<file path="src/rtl/vga_timing_pkg.sv">
// Shared VGA 640x480@60 Hz timing constants, used by the sync generator and the
// pixel generator so both agree on display limits and sync windows.
package vga_timing_pkg;

    localparam int CLK_DIV   = 4;
    localparam int H_DISPLAY = 640;
    localparam int H_FRONT   = 16;
    localparam int H_SYNC    = 96;
    localparam int H_BACK    = 48;
    localparam int V_DISPLAY = 480;
    localparam int V_FRONT   = 10;
    localparam int V_SYNC    = 2;
    localparam int V_BACK    = 33;

    localparam int H_TOTAL = H_DISPLAY + H_FRONT + H_SYNC + H_BACK;
    localparam int V_TOTAL = V_DISPLAY + V_FRONT + V_SYNC + V_BACK;

    localparam int HSYNC_START = H_DISPLAY + H_FRONT;
    localparam int HSYNC_END   = HSYNC_START + H_SYNC - 1;
    localparam int VSYNC_START = V_DISPLAY + V_FRONT;
    localparam int VSYNC_END   = VSYNC_START + V_SYNC - 1;

    localparam int COORD_W   = 10;
    localparam int COORD_MAX = 1 << COORD_W;

    typedef logic [COORD_W-1:0] coord_t;

    typedef struct packed {
        logic hsync;
        logic vsync;
        logic video_on;
        logic frame_tick;
    } sync_t;

    // Origin (0,0) is visible, so video_on comes out of reset high.
    localparam sync_t SYNC_RESET = '{hsync: 1'b1, vsync: 1'b1, video_on: 1'b1, frame_tick: 1'b0};

    function automatic logic in_range(input coord_t v, input coord_t lo, input coord_t hi);
        return (v >= lo) && (v <= hi);
    endfunction

endpackage

</file>
<file path="src/rtl/pixel_tick_divider.sv">
// Divides the system clock down to a one-clk pixel-rate strobe; reusable by any
// logic that must step once per pixel.
module pixel_tick_divider #(
    parameter int CLK_DIV = 4
) (
    input  logic clk,
    input  logic reset,
    output logic p_tick_o
);

    localparam int CNT_W = (CLK_DIV > 1) ? $clog2(CLK_DIV) : 1;
    localparam logic [CNT_W-1:0] LAST = CNT_W'(CLK_DIV - 1);

    if (CLK_DIV < 1) begin : g_bad_div
        $error("pixel_tick_divider: CLK_DIV must be at least 1");
    end

    logic [CNT_W-1:0] count_q, count_d;
    logic             p_tick_q, p_tick_d;

    // The strobe is registered from the next count so it never glitches and
    // stays low during reset even when CLK_DIV is 1.
    always_comb begin
        count_d  = (count_q == LAST) ? '0 : count_q + CNT_W'(1);
        p_tick_d = (count_d == LAST);
    end

    // NOTE: state registers use non-blocking assignments so every flop samples
    // the pre-edge values regardless of process evaluation order.
    always_ff @(posedge clk or posedge reset) begin
        if (reset) begin
            count_q  <= '0;
            p_tick_q <= 1'b0;
        end else begin
            count_q  <= count_d;
            p_tick_q <= p_tick_d;
        end
    end

    assign p_tick_o = p_tick_q;

endmodule

</file>
<file path="src/rtl/vga_sync_generator.sv">
// VGA raster timing: pixel/line counters plus registered sync, video-active and
// frame strobes, all aligned to the same edge as the coordinates.
module vga_sync_generator #(
    parameter int CLK_DIV   = vga_timing_pkg::CLK_DIV,
    parameter int H_DISPLAY = vga_timing_pkg::H_DISPLAY,
    parameter int H_FRONT   = vga_timing_pkg::H_FRONT,
    parameter int H_SYNC    = vga_timing_pkg::H_SYNC,
    parameter int H_BACK    = vga_timing_pkg::H_BACK,
    parameter int V_DISPLAY = vga_timing_pkg::V_DISPLAY,
    parameter int V_FRONT   = vga_timing_pkg::V_FRONT,
    parameter int V_SYNC    = vga_timing_pkg::V_SYNC,
    parameter int V_BACK    = vga_timing_pkg::V_BACK
) (
    input  logic                               clk,
    input  logic                               reset,
    output logic                               p_tick,
    output logic [vga_timing_pkg::COORD_W-1:0] x,
    output logic [vga_timing_pkg::COORD_W-1:0] y,
    output logic                               video_on,
    output logic                               hsync,
    output logic                               vsync,
    output logic                               frame_tick
);

    import vga_timing_pkg::coord_t;
    import vga_timing_pkg::sync_t;
    import vga_timing_pkg::SYNC_RESET;
    import vga_timing_pkg::in_range;

    localparam int H_TOTAL = H_DISPLAY + H_FRONT + H_SYNC + H_BACK;
    localparam int V_TOTAL = V_DISPLAY + V_FRONT + V_SYNC + V_BACK;

    if (H_TOTAL > vga_timing_pkg::COORD_MAX || V_TOTAL > vga_timing_pkg::COORD_MAX) begin : g_bad_timing
        $error("vga_sync_generator: H_TOTAL and V_TOTAL must fit the 10-bit counters");
    end

    localparam coord_t H_LAST   = coord_t'(H_TOTAL - 1);
    localparam coord_t V_LAST   = coord_t'(V_TOTAL - 1);
    localparam coord_t H_VIS    = coord_t'(H_DISPLAY);
    localparam coord_t V_VIS    = coord_t'(V_DISPLAY);
    localparam coord_t HS_START = coord_t'(H_DISPLAY + H_FRONT);
    localparam coord_t HS_END   = coord_t'(H_DISPLAY + H_FRONT + H_SYNC - 1);
    localparam coord_t VS_START = coord_t'(V_DISPLAY + V_FRONT);
    localparam coord_t VS_END   = coord_t'(V_DISPLAY + V_FRONT + V_SYNC - 1);

    logic   tick;
    coord_t x_q, x_d;
    coord_t y_q, y_d;
    sync_t  sync_q, sync_d;

    pixel_tick_divider #(
        .CLK_DIV(CLK_DIV)
    ) u_div (
        .clk     (clk),
        .reset   (reset),
        .p_tick_o(tick)
    );

    // NOTE: every signal written here gets a default first so no path leaves
    // it unassigned and no latch is inferred.
    always_comb begin
        x_d = x_q;
        y_d = y_q;
        if (tick) begin
            if (x_q == H_LAST) begin
                x_d = '0;
                y_d = (y_q == V_LAST) ? '0 : y_q + coord_t'(1);
            end else begin
                x_d = x_q + coord_t'(1);
            end
        end

        // Decoded from the next coordinates so the registered flags switch on
        // the same edge as x/y; vsync follows y and is therefore line-aligned.
        sync_d.hsync      = !in_range(x_d, HS_START, HS_END);
        sync_d.vsync      = !in_range(y_d, VS_START, VS_END);
        sync_d.video_on   = (x_d < H_VIS) && (y_d < V_VIS);
        sync_d.frame_tick = tick && (x_q == H_LAST) && (y_q == V_LAST);
    end

    // NOTE: all control state, including the output flags, takes the
    // asynchronous reset so a mid-frame reset clears the raster immediately.
    always_ff @(posedge clk or posedge reset) begin
        if (reset) begin
            x_q    <= '0;
            y_q    <= '0;
            sync_q <= SYNC_RESET;
        end else begin
            x_q    <= x_d;
            y_q    <= y_d;
            sync_q <= sync_d;
        end
    end

    assign p_tick     = tick;
    assign x          = x_q;
    assign y          = y_q;
    assign video_on   = sync_q.video_on;
    assign hsync      = sync_q.hsync;
    assign vsync      = sync_q.vsync;
    assign frame_tick = sync_q.frame_tick;

endmodule
</file>
<file path="config.mk">
export PLATFORM = sky130hd
export DESIGN_NAME = vga_sync_generator
export DESIGN_NICKNAME = d
export VERILOG_FILES = /design/src/rtl/vga_timing_pkg.sv /design/src/rtl/pixel_tick_divider.sv /design/src/rtl/vga_sync_generator.sv
export SDC_FILE = /design/constraint.sdc
export NUM_CORES = 1
export LEC_CHECK = 0
export CAP_MARGIN = 15
export CORE_ASPECT_RATIO = 1.5
export CORE_UTILIZATION = 30
export DETAILED_ROUTE_END_ITERATION = 10
export GPL_ROUTABILITY_DRIVEN = 0
export PLACE_DENSITY = 0.48
export SYNTH_ARGS = -nofsm -noshare
export SYNTH_HDL_FRONTEND = slang
export SYNTH_SLANG_ARGS = --single-unit
export TNS_END_PERCENT = 5
</file>
<file path="constraint.sdc">
create_clock -name clk -period 3.2 [get_ports clk]
set_input_delay 0.8 -clock clk [delete_from_list [all_inputs] [get_ports clk]]
set_output_delay 0.8 -clock clk [all_outputs]
set_load 0.05 [all_outputs]
</file>
Word level (Yosys, flattened, before mapping)
Cells that the tools add are included.
{"block": "totals", "elab_cells": 34, "out_inout_bits": 25, "input_bits": 2, "reg_bits": 27}
{"block": "classes", "n_reduce_logical": 7, "magnitude_cmp": 6, "muxes": 6, "add_sub_neg": 3, "n_eq_ne": 4}
{"cell": "2-to-1 mux 10 bit", "n": 5}
{"cell": "adder 10 x 1 -> 10 bit, second input constant", "n": 2}
{"cell": "== test 10 bit, second input constant", "n": 2}
{"cell": "greater-or-equal comparator 10 bit, second input constant", "n": 1}
{"cell": "greater-or-equal comparator 10 x 9 -> 1 bit, second input constant", "n": 1}
{"cell": "less-or-equal comparator 10 bit, second input constant", "n": 1}
{"cell": "less-or-equal comparator 10 x 9 -> 1 bit, second input constant", "n": 1}
{"cell": "less-than comparator 10 bit, second input constant", "n": 1}
{"cell": "less-than comparator 10 x 9 -> 1 bit, second input constant", "n": 1}
{"cell": "logical AND 1 bit", "n": 5}
{"cell": "== test 2 bit, second input constant", "n": 2}
{"cell": "adder 2 x 1 -> 2 bit, second input constant", "n": 1}
{"cell": "zero test 1 bit", "n": 2}
{"cell": "2-to-1 mux 2 bit", "n": 1}

Longest topological paths before layout
{"block": "depth", "word_depth": 7, "depth_mapped": 7, "depth_no_buf": 7}

Cells and area by module
A second synthesis with hierarchy kept.
{"block": "hier_totals", "hier_cells": 153, "hier_area_um2": 1529.0}
{"mod": "vga_sync_generator", "instances": 1, "cells_each": 144, "seq_area_each_um2": 604.3, "area_each_um2": 1413.9}
{"mod": "pixel_tick_divider", "instances": 1, "cells_each": 9, "seq_area_each_um2": 75.1, "area_each_um2": 115.1}

Worst setup path after synthesis
Ideal clock, no wire load.
{"block": "synth_path", "path_kind": "flip-flop to flip-flop", "from": "reg x_q[0] (netlist: x[0])", "to": "reg sync_q, in the netlist video_on", "setup_time_ps": 90, "n_path_buf": 1, "t_required_ps": 3110, "arrival_ps": 2160, "setup_slack_ps": 950, "stages_incl_launch_ff": 8, "period_less_slack_ps": 2250, "path_cell_list": "dfrtp_1 -> ha_1 -> nand3_2 -> buf_4 -> nor4_1 -> o211ai_1 -> o21a_1 -> nor4_2"}
{"item": "from (decl)", "line": "vga_sync_generator.sv:47", "text": "coord_t x_q, x_d;"}
{"item": "from (signal assigned)", "line": "vga_sync_generator.sv:85", "text": "x_q <= '0;"}
{"item": "from (signal assigned)", "line": "vga_sync_generator.sv:89", "text": "x_q <= x_d;"}
{"item": "to (signal assigned)", "line": "vga_sync_generator.sv:91", "text": "sync_q <= sync_d;"}
{"item": "to (decl)", "line": "vga_sync_generator.sv:49", "text": "sync_t sync_q, sync_d;"}

Final worst setup path
{"block": "layout_path", "from": "reg x_q[5] (netlist: x[5])", "to": "out x[5] (netlist name)"}
{"item": "to (decl)", "line": "vga_sync_generator.sv:17", "text": "output logic [vga_timing_pkg::COORD_W-1:0] x,"}
No word-level cell between the ends.

==> impl_metrics.csv <==
group,metric,value,unit
status,status,"completed",
finish,nNetsFinal,190,
synthesis,mappedNetlistArea,1590,um^2
hold_path,timing.hold.worst_endpoint,"u_div.count_q[0]",
detailed_routing,vias_per_cell,5.33,
cts,cts_buffer_depth,2,
detailed_routing,drt_first_pass_iters,4,
cts,cts_root_buffer,"sky130_fd_sc_hd__clkbuf_8",
synthesis,syn-mean-instance-area,9.91,um^2
critical_path,cp_top_family,"buffers and inverters",
synthesis,synth_cell_type_count,50,
sta,timing_max_transition_violations_final,0,
floorplan,die_height,91.0,um
cts,clock-sinks,27,
critical_path,critical_path_peak_fanout,16,
global_routing,grt.overflow.total,0,
finish,utilization,37.7,%
sta,report.final.setup_viol,0,
critical_path,timing.critical_path.slowest_cell_delay,0.91,ns
global_routing,grt_overall_usage,14.7,%
power_and_ir_drop,p_int,0.000430,W
sta,worst_slack,0.544,ns
critical_path,critical_path.reg2reg.endpoint,"y[4]",
sta,grt_setup_unrepaired,"no",
critical_path,timing.reg2reg.worst_path_depth,6,
synthesis,synth-edff-count,0,
sta,slew-limit-headroom,61.1,%
critical_path,critPathBufInv,1,
run,maxCapViolations,0,
cts,cts_tree,"built",
cts,cts_inserted_buffers,3,
placed_design,place_area,1890,um^2
detailed_routing,finalWirelength,3.83,mm
finish,area_growth_synth_to_finish,21.9,%
synthesis,total_of_warnings_raised_by_yosys,0,
floorplan,floorplan.core_area,5120,um^2
critical_path,critical_path_arrival,1.86,ns
synthesis,post_synthesis_net_count,167,
sta,layout_worst_path_cycle_share,83.0,%
hold_path,worst_hold_path.num_cells,1,
sta,worst_pin_slew,0.579,ns
critical_path,critPathRequiredTime,2.40,ns
sta,fin_skew,0.00321,ns
detailed_routing,dr_total_vias,1333,
critical_path,timing.critical_path.depth,1,
synthesis,synthCells,160,
cts,cts_hold_buffers,0,
detailed_routing,route.detailed.wl_per_inst,15.3,um
power_and_ir_drop,switching_part_of_the_total_power,21.7,%
floorplan,die_span_x,61.4,um
detailed_routing,antenna_left,0,
hold_path,hold_class,"register to register",
synthesis,synthFlopType,"sky130_fd_sc_hd__dfrtp_1",
synthesis,share_of_synthesized_area_occupied_by_flip_flops_and_latches,42.9,%
finish,stdcell_count,250,
finish,fraction_of_final_layout_cells_sized_beyond_drive_strength_1,9.89,%
cts,clock_transition_time_at_the_flip_flop_clock_pins_of_the_worst_setup_and_hold_paths,0.10,ns
global_routing,grt_pass1_vias,1332,
critical_path,r2r-start,"x[0]",
power_and_ir_drop,leakagePower,0.783,nW
power_and_ir_drop,worst_ir_drop_vdd,127,uV
cts,cts_resized,0,
floorplan,std_cell_rows,32,
sta,finalHoldViolCount,0,
placed_design,place_inst,246,
critical_path,worst-setup-path-type,"register to output port",
detailed_routing,detail_route.iter0.violations,52,
finish,final_cell_area,1930,um^2
cts,clock_tree.htree_level_count,1,
detailed_routing,detail_route.drc_violations,0,
power_and_ir_drop,combPwrFrac,1.6,%
global_routing,grt_max_degree,28,
sta,setup_tns,0,ns
global_routing,number_of_antenna_violations_at_the_first_check_in_global_routing,0,
floorplan,design.die.area,5590,um^2
placed_design,hpwl,2.75,mm
critical_path,startpoint_type_of_the_worst_setup_path,"register",
floorplan,total_i_o_pin_count,27,
critical_path,critPathSlowestCell,"sky130_fd_sc_hd__clkdlybuf4s50_1",
hold_path,worstHoldStart,"u_div.count_q[0]",
sta,clock.fmax,0.377,GHz
cts,clkLatencyLatePin,0.27,ns
finish,antennaDiodeCount,0,
power_and_ir_drop,power.switching,0.000120,W
global_routing,grt_first_pass_wirelength,6.37,mm
sta,fin_crit,2.66,ns
placed_design,buffer_ports.inserted,26,
cts,post_cts_setup_buffers,0,
synthesis,fraction_of_synthesis_flops_using_an_asynchronous_set_or_reset_pin,100,%
placed_design,placement.setup.worst_slack,0.880,ns
critical_path,critical_path.cell_chain,"clkdlybuf4s50_1",
power_and_ir_drop,power-per-cell-area,285,nW/um^2
power_and_ir_drop,clock_power_share,36.4,%
floorplan,initial_utilization,30.9,%
critical_path,worst_setup_path_end_kind,"output port",
synthesis,yosys_register_bits,27,
power_and_ir_drop,pwr-share-seq,62.0,%
critical_path,timing.reg2reg.setup_slack,0.98,ns
==> final cells by class <==
type | instances | area (um^2)
Clock buffer | 3 | 41.3
Clock inverter | 1 | 5.00
Fill cell | 558 | 3190
Inverter | 9 | 33.8
Multi-Input combinational cell | 115 | 820
Sequential cell | 27 | 679
Tap cell | 68 | 85.1
Timing Repair Buffer | 27 | 268
==> synthesized netlist by cell type (all sizes together) (3+ instances only) <==
master  instances  area [um^2]
and2            3         18.8
buf             8         48.8
dfrtp          24          601
dfstp           3         78.8
ha              5         62.6
inv             9         33.8
nand2          16         62.6
nand2b          3         18.8
nand3           6         35.0
nand4           5         31.3
nor2            9         33.8
nor3            6         35.0
nor4            8         83.8
o21ai           7         35.0
or3             3         18.8
xnor2           6         52.6
xor2            4         35.0
==> cells by family after synthesis <==
group	after synthesis	share of synthesized area [%]
simple gates	69	26.7
compound gates	28	13.5
flops	27	42.9
buf+inv	18	5.45
xor+xnor	10	5.52
fa+ha+maj	5	3.95
mux	3	2.05
==> power by group through the flow <==
stage	Combinational [W]	Sequential [W]	Clock, W
detailed placement	0.00000947	0.000348	0
global route	0.0000111	0.000341	0.000225
global placement	0.00000930	0.000348	0
floorplan	0.00000503	0.000348	0
CTS	0.00000948	0.000341	0.000211
finish	0.00000868	0.000341	0.000200
==> sequential cells by signal, summed over array words and instances, names as in the netlist <==
signal          flops
x                  10
y                  10
u_div.count_q       2
frame_tick          1
hsync               1
u_div.p_tick_o      1
video_on            1
vsync               1
==> through the flow <==
| step | power (W) | hold WS (ns) |
|---|---|---|
| global route | 0.000577 | 0.497 |
| global placement | 0.000357 | 0.440 |
| CTS | 0.000561 | 0.470 |
| floorplan | 0.000353 | 0.428 |
| finish | 0.000550 | 0.469 |
| detailed placement | 0.000357 | 0.455 |
==> cell usage in the layout, fill, tap and decap left out, types with 3 or more instances in the layout <==
cell type                         synthesis  layout
sky130_fd_sc_hd__clkbuf_8                 0       3
sky130_fd_sc_hd__nor4_2                   3       3
sky130_fd_sc_hd__ha_1                     5       5
sky130_fd_sc_hd__dfrtp_1                 24      24
sky130_fd_sc_hd__nand2_1                 15      15
sky130_fd_sc_hd__nor3_1                   5       5
sky130_fd_sc_hd__nand4_1                  5       5
sky130_fd_sc_hd__xnor2_1                  6       6
sky130_fd_sc_hd__nand3_1                  5       5
sky130_fd_sc_hd__nand2b_1                 3       3
sky130_fd_sc_hd__nor2_1                   9       9
sky130_fd_sc_hd__clkdlybuf4s50_1          0      26
sky130_fd_sc_hd__inv_1                    9       9
sky130_fd_sc_hd__nor4_1                   4       4
sky130_fd_sc_hd__xor2_1                   4       4
sky130_fd_sc_hd__o21ai_0                  4       4
sky130_fd_sc_hd__dfstp_2                  3       3
sky130_fd_sc_hd__o21ai_1                  3       3
sky130_fd_sc_hd__and2_1                   3       3
sky130_fd_sc_hd__or3_1                    3       3
==> worst max-delay path by stage <==
stage	to	slack, ns	from
6_report	x[5]	0.54	x[5]
5_1_grt	x[5]	0.48	x[5]
4_1_cts	x[5]	0.56	x[5]
3_5_place_dp	x[5]	0.88	x[5]
3_3_place_gp	x[5]	0.90	x[5]
2_1_floorplan	video_on	0.95	x[0]
==> per-layer routing <==
layer  part of all wire [%]  wire, um  up-vias  GRT usage (%)
met5                      0         0        -              0
met4                   0.89        34        0           3.89
met3                    2.9       112        6           1.28
met2                     52      2010       34           25.5
met1                     44      1670      664           18.8
li1                       -         -      629              -
Power figures use the tool's default switching activity.
